<file path="config.mk">
export PLATFORM = sky130hd
export DESIGN_NAME = podule_bus
export DESIGN_NICKNAME = d
export VERILOG_FILES = /design/src/rtl/podule_pkg.sv /design/src/rtl/podule_irq_agg.sv /design/src/rtl/podule_bus.sv
export SDC_FILE = /design/constraint.sdc
export NUM_CORES = 1
export LEC_CHECK = 0
export CAP_MARGIN = 30
export CORE_MARGIN = 2
export CORE_UTILIZATION = 43
export CTS_CLUSTER_SIZE = 24
export DETAILED_ROUTE_END_ITERATION = 8
export MAX_ROUTING_LAYER = met4
export PLACE_DENSITY = 0.86
export SYNTH_ARGS = -nofsm -noshare
export SYNTH_HDL_FRONTEND = slang
export SYNTH_HIERARCHICAL = 1
export SYNTH_SLANG_ARGS = --single-unit
</file>
<file path="constraint.sdc">
create_clock -name clkcpu -period 6.5 [get_ports clkcpu]
set_clock_uncertainty 0.1 [all_clocks]
set_input_delay 1.3 -clock clkcpu [delete_from_list [all_inputs] [get_ports clkcpu]]
set_output_delay 1.3 -clock clkcpu [all_outputs]
set_load 0.05 [all_outputs]
</file>
<file path="src/rtl/podule_pkg.sv">
// Shared types and constants for the podule expansion-bus controller.
package podule_pkg;

    typedef enum logic [1:0] {
        IDLE = 2'b00,
        WAIT = 2'b01,
        ACK  = 2'b10,
        HOLD = 2'b11
    } state_e;

    typedef enum logic [1:0] {
        SPD_SLOW = 2'b00,
        SPD_MED  = 2'b01,
        SPD_FAST = 2'b10,
        SPD_SYNC = 2'b11
    } speed_e;

    localparam logic [15:0] FLOAT_DATA = 16'hFFFF;
    localparam int unsigned SLOT_W     = 2;

endpackage

</file>
<file path="src/rtl/podule_irq_agg.sv">
// Registered per-slot IRQ/FIQ masking by slot presence and OR aggregation.
module podule_irq_agg
    import podule_pkg::*;
#(
    parameter int unsigned NUM_SLOTS = 4
) (
    input  logic                 clkcpu,
    input  logic                 rst_n,
    input  logic [NUM_SLOTS-1:0] slot_irq,
    input  logic [NUM_SLOTS-1:0] slot_firq,
    input  logic [NUM_SLOTS-1:0] slot_present,
    output logic                 irq_o,
    output logic                 firq_o,
    output logic [NUM_SLOTS-1:0] irq_status
);

    logic [NUM_SLOTS-1:0] status_d, status_q;
    logic                 irq_d, irq_q;
    logic                 firq_d, firq_q;

    always_comb begin
        status_d = slot_irq & slot_present;
        irq_d    = |(slot_irq & slot_present);
        firq_d   = |(slot_firq & slot_present);
    end

    always_ff @(posedge clkcpu) begin
        if (!rst_n) begin
            status_q <= '0;
            irq_q    <= 1'b0;
            firq_q   <= 1'b0;
        end else begin
            status_q <= status_d;
            irq_q    <= irq_d;
            firq_q   <= firq_d;
        end
    end

    assign irq_status = status_q;
    assign irq_o      = irq_q;
    assign firq_o     = firq_q;

endmodule

</file>
<file path="src/rtl/podule_bus.sv">
// Podule bus controller: per-slot select/mux/ack with speed-dependent minimum
// access time, timeout with float-high read, abort handling and IRQ aggregation.
module podule_bus
    import podule_pkg::*;
#(
    parameter int unsigned NUM_SLOTS = 4,
    parameter int unsigned DW        = 16,
    parameter int unsigned SLOW_CYC  = 8,
    parameter int unsigned MED_CYC   = 6,
    parameter int unsigned FAST_CYC  = 4,
    parameter int unsigned SYNC_CYC  = 2,
    parameter int unsigned TIMEOUT   = 64
) (
    input  logic                    clkcpu,
    input  logic                    rst_n,
    input  logic                    wb_cyc,
    input  logic                    wb_stb,
    input  logic                    wb_we,
    input  logic [13:0]             wb_adr,
    input  logic [1:0]              wb_speed,
    input  logic [DW-1:0]           wb_dat_i,
    output logic [DW-1:0]           wb_dat_o,
    output logic                    wb_ack,
    output logic [NUM_SLOTS-1:0]    slot_sel,
    output logic                    slot_we,
    output logic [11:0]             slot_adr,
    output logic [DW-1:0]           slot_dat_o,
    input  logic [NUM_SLOTS*DW-1:0] slot_dat_i,
    input  logic [NUM_SLOTS-1:0]    slot_ack,
    input  logic [NUM_SLOTS-1:0]    slot_present,
    input  logic [NUM_SLOTS-1:0]    slot_irq,
    input  logic [NUM_SLOTS-1:0]    slot_firq,
    output logic                    irq_o,
    output logic                    firq_o,
    output logic [NUM_SLOTS-1:0]    irq_status,
    output logic                    timeout_o
);

    localparam int unsigned   CNT_W   = $clog2(TIMEOUT + 1);
    localparam logic [DW-1:0] FLOAT_W = {DW{FLOAT_DATA[0]}};

    state_e              state_d, state_q;
    logic [SLOT_W-1:0]   slot_n_d, slot_n_q;
    logic                valid_d, valid_q;
    logic [CNT_W-1:0]    min_d, min_q;
    logic [CNT_W-1:0]    cnt_d, cnt_q;
    logic [CNT_W-1:0]    cnt_inc;
    logic [11:0]         slot_adr_d, slot_adr_q;
    logic                slot_we_d, slot_we_q;
    logic [DW-1:0]       slot_dat_o_d, slot_dat_o_q;
    logic [DW-1:0]       wb_dat_o_d, wb_dat_o_q;
    logic                wb_ack_d, wb_ack_q;
    logic                timeout_d, timeout_q;
    logic [NUM_SLOTS-1:0] slot_sel_d, slot_sel_q;
    logic                done_ok, done_to;
    logic [3:0]          ack_ext, present_ext;
    logic [DW-1:0]       rd_slice [4];

    // Unpopulated slot positions read back as floating bus.
    for (genvar k = 0; k < 4; k++) begin : g_slice
        if (k < NUM_SLOTS) begin : g_pop
            assign rd_slice[k] = slot_dat_i[k*DW +: DW];
        end else begin : g_empty
            assign rd_slice[k] = FLOAT_W;
        end
    end

    assign ack_ext     = 4'(slot_ack);
    assign present_ext = 4'(slot_present);
    assign cnt_inc     = cnt_q + 1'b1;
    assign done_ok     = (cnt_inc >= min_q) && (!valid_q || ack_ext[slot_n_q]);
    assign done_to     = cnt_inc >= CNT_W'(TIMEOUT);

    always_comb begin
        state_d      = state_q;
        slot_n_d     = slot_n_q;
        valid_d      = valid_q;
        min_d        = min_q;
        cnt_d        = cnt_q;
        slot_adr_d   = slot_adr_q;
        slot_we_d    = slot_we_q;
        slot_dat_o_d = slot_dat_o_q;
        wb_dat_o_d   = wb_dat_o_q;
        timeout_d    = 1'b0;
        slot_sel_d   = '0;

        case (state_q)
            IDLE: begin
                if (wb_cyc && wb_stb) begin
                    state_d      = WAIT;
                    slot_n_d     = wb_adr[13:12];
                    valid_d      = (32'(slot_n_d) < NUM_SLOTS) && present_ext[slot_n_d];
                    slot_adr_d   = wb_adr[11:0];
                    slot_we_d    = wb_we;
                    slot_dat_o_d = wb_dat_i;
                    cnt_d        = '0;
                    case (speed_e'(wb_speed))
                        SPD_SLOW: min_d = CNT_W'(SLOW_CYC);
                        SPD_MED:  min_d = CNT_W'(MED_CYC);
                        SPD_FAST: min_d = CNT_W'(FAST_CYC);
                        SPD_SYNC: min_d = CNT_W'(SYNC_CYC);
                        default:  min_d = CNT_W'(SLOW_CYC);
                    endcase
                end
            end
            WAIT: begin
                if (!wb_cyc) begin
                    state_d = IDLE;
                end else begin
                    cnt_d = cnt_inc;
                    if (done_ok || done_to) begin
                        state_d   = ACK;
                        timeout_d = !done_ok;
                        if (!slot_we_q) begin
                            wb_dat_o_d = (done_ok && valid_q) ? rd_slice[slot_n_q] : FLOAT_W;
                        end
                    end
                end
            end
            ACK: begin
                state_d = HOLD;
            end
            HOLD: begin
                if (!wb_stb || !wb_cyc) begin
                    state_d = IDLE;
                end
            end
            default: state_d = IDLE;
        endcase

        // Select and ack are registered alongside the state so they line up with it.
        if (state_d == WAIT && valid_d) begin
            slot_sel_d = NUM_SLOTS'(4'b0001 << slot_n_d);
        end
        wb_ack_d = (state_d == ACK);
    end

    always_ff @(posedge clkcpu) begin
        if (!rst_n) begin
            state_q      <= IDLE;
            slot_n_q     <= '0;
            valid_q      <= 1'b0;
            min_q        <= '0;
            cnt_q        <= '0;
            slot_adr_q   <= '0;
            slot_we_q    <= 1'b0;
            slot_dat_o_q <= '0;
            wb_dat_o_q   <= FLOAT_W;
            wb_ack_q     <= 1'b0;
            timeout_q    <= 1'b0;
            slot_sel_q   <= '0;
        end else begin
            state_q      <= state_d;
            slot_n_q     <= slot_n_d;
            valid_q      <= valid_d;
            min_q        <= min_d;
            cnt_q        <= cnt_d;
            slot_adr_q   <= slot_adr_d;
            slot_we_q    <= slot_we_d;
            slot_dat_o_q <= slot_dat_o_d;
            wb_dat_o_q   <= wb_dat_o_d;
            wb_ack_q     <= wb_ack_d;
            timeout_q    <= timeout_d;
            slot_sel_q   <= slot_sel_d;
        end
    end

    assign wb_dat_o   = wb_dat_o_q;
    assign wb_ack     = wb_ack_q;
    assign slot_sel   = slot_sel_q;
    assign slot_we    = slot_we_q;
    assign slot_adr   = slot_adr_q;
    assign slot_dat_o = slot_dat_o_q;
    assign timeout_o  = timeout_q;

    podule_irq_agg #(
        .NUM_SLOTS (NUM_SLOTS)
    ) u_irq_agg (
        .clkcpu       (clkcpu),
        .rst_n        (rst_n),
        .slot_irq     (slot_irq),
        .slot_firq    (slot_firq),
        .slot_present (slot_present),
        .irq_o        (irq_o),
        .firq_o       (firq_o),
        .irq_status   (irq_status)
    );

endmodule

</file>
==> impl_metrics.yaml <==
sta:
  rsz0062_at_grt: "false"
  layout_min_cycle_time_ps: 3420
  hold-worst-slack_ps: 355
  tightest_slew_ps: 971
  setup_viol: 0
  drv_slew: 0
  timing.setup.tns_ps: 0
  max_slew_margin_pct: 35.2
  fmax_mhz: 293
  period_share_pct: 52.6
  hold_violations: 0
cts:
  post-cts-setup-buffers: 0
  clkTransAtPathRegs_ps: 70
  clk_path_buf_depth: 2
  insertion_delay_ps: 340
  cts_tree: "done"
  hold_buffers: 0
  cts_resized: 0
  cts_max_level: 3
  cts_sinks: 72
  clock-root-buffer: "clkbuf_8"
  cts_inserted_buffers: 9
synth:
  syn_inst: 382
  synth_ff_type: "dfxtp_1"
  synth_area_per_cell_um2: 8.94
  synth_cell_types: 46
  synthesis.nets: 506
  async_flop_share_pct: 0
  yosysSeqAreaShare_pct: 42.2
  synth_edf_count: 0
  synth_seq_cells: 72
  yosysWarnings: 6
  syn_area_um2: 3410
detailed_routing:
  vias: 3498
  drc: 0
  wirelength_um: 10300
  drt_pass1_iterations: 7
  ant_nets: 0
  viasPerCell: 5.34
  wl_per_cell_um: 15.7
  drt_iter0_markers: 155
placement:
  hpwl_um: 7790
  place_area_um2: 5200
  io_buffers: 173
  gp_congestion: 0.884
layout:
  final_common_cell: "clkdlybuf4s50_1"
  drive_gt1_share_pct: 8.86
  layout_common_cells: "clkdlybuf4s50_1 (173), nand2_1 (76), dfxtp_1 (72)"
  syn_to_final_growth_pct: 57.3
  final_core_util_pct: 69.5
  design_area_um2: 5370
  num_antenna_cells: 0
  num-nets-final: 672
worst_setup_path:
  critical_path_class: "primary input to register"
  end_kind: "register"
  critPathRequiredTime_ps: 6660
  cp-start-kind: "primary input"
  critPathArrivalTime_ps: 3570
  path_max_fanout: 39
power_and_ir_drop:
  clkPwrFrac_pct: 30.2
  ir_worst_vdd_v: 0.000120
  p_leak_nw: 2.06
  p_per_area_nw_per_um2: 186
  comb_power_share_pct: 22.9
  switchingPower_mw: 0.287
  seqPwrFrac_pct: 46.8
  total_power_mw: 0.997
  internal_power_mw: 0.710
  switching_share_pct: 28.8
die:
  core_um2: 7730
  start_util_pct: 44.2
  die_w_um: 93.1
  num_rows: 32
  dieArea_um2: 8670
  die_y_um: 93.1
  io_pins: 174
status:
  status: "finished, final reports clean"
worst_hold_path:
  hold_path_class: "register to register"
grt:
  antenna_found_initial: 0
  gr-total-overflow: 0
  grt_pass1_wl_um: 16700
  grt_usage_pct: 24.8
  grt_max_degree: 43
  grt_pass1_vias: 3584
flow_run:
  maxCapViolCount: 0
[routing by layer]
layer / up-vias / routed length (um) / GRT usage (%)
li1: 1686 / - / -
met1: 1628 / 4040 / 27.0
met2: 163 / 5130 / 43.3
met3: 21 / 910 / 6.37
met4: 0 / 224 / 10.0
met5: - / 0 / -
[stage by stage]
stage	cells	setup slack, ps
finish	655	3080
floorplan	382	3790
global placement	639	2840
CTS	655	3090
detailed placement	639	2740
global route	655	2880
[final cells by class]
cell class / count / area [um2]
multi-input cells: 255 / 1750
fillers: 611 / 2360
flip-flops and latches: 72 / 1440
repair buffers: 177 / 1760
clock inverters: 6 / 36.3
clock buffers: 10 / 128
inverters: 33 / 124
well taps: 102 / 128
[worst max-delay path, stage by stage]
cell and delay (ps):
clkdlybuf4s50_1 560, and4bb_2 780, nand2_1 190, a2111oi_2 470, nor3b_1 240
[cells in the mapped netlist, drive strengths merged (2+ instances only)]
library cell  instances  area, um2
a211oi               10       75.1
a21boi                2       15.0
a21oi                44        224
a22oi                 5       37.5
a31oi                11       68.8
a32oi                 8       70.1
and2                  2       12.5
and3                  4       26.3
buf                  11       56.3
clkbuf               11       42.5
dfxtp                72       1440
ha                    7       87.6
inv                  32        120
mux4                 18        405
nand2                76        285
nand3                 7       35.0
nand3b                2       15.0
nand4                 2       18.8
nor2                 17       63.8
nor3                  7       45.0
nor3b                 5       37.5
o21ai                12       71.3
or3                   3       18.8
[final timing paths]
kind | start | to | slack, ps | depth (start not counted)
max | wb_cyc | slot_sel[0] | 3080 | 5
min | slot_adr[8] | slot_adr[8] | 360 | 2
max reg2reg | cnt_q[0] | wb_dat_o[2] | 3800 | 8
min reg2reg | slot_adr[8] | slot_adr[8] | 360 | 2
[flip-flops by register name (all words and copies together), names as in the netlist, 2 cells and up]
name                  count
cnt_q                     7
slot_dat_o               16
wb_dat_o                 16
slot_sel                  4
slot_adr                 12
min_q                     3
state_q                   2
slot_n_q                  2
u_irq_agg/irq_status      4
[power by group through the flow]
stage / sequential (mW) / clock, mW / combinational, mW
floorplan: 0.515 / 0 / 0.0755
global placement: 0.476 / 0 / 0.224
detailed placement: 0.477 / 0 / 0.228
CTS: 0.467 / 0.306 / 0.230
global route: 0.469 / 0.326 / 0.245
finish: 0.467 / 0.301 / 0.228
[logic make-up (layout without fill, tap and decap cells)]
logic type,count (synthesis),in the layout,share of synthesized area [%]
buffers and inverters,55,226,6.52
adder cells (fa/ha/maj),7,7,2.57
flip-flops,72,72,42.2
multiplexers,18,18,11.9
AO/OA/AOI/OAI,97,97,18.2
AND/OR/NAND/NOR,131,131,18.1
XOR/XNOR,2,2,0.513
No activity file was read; power rests on OpenSTA's default activity.
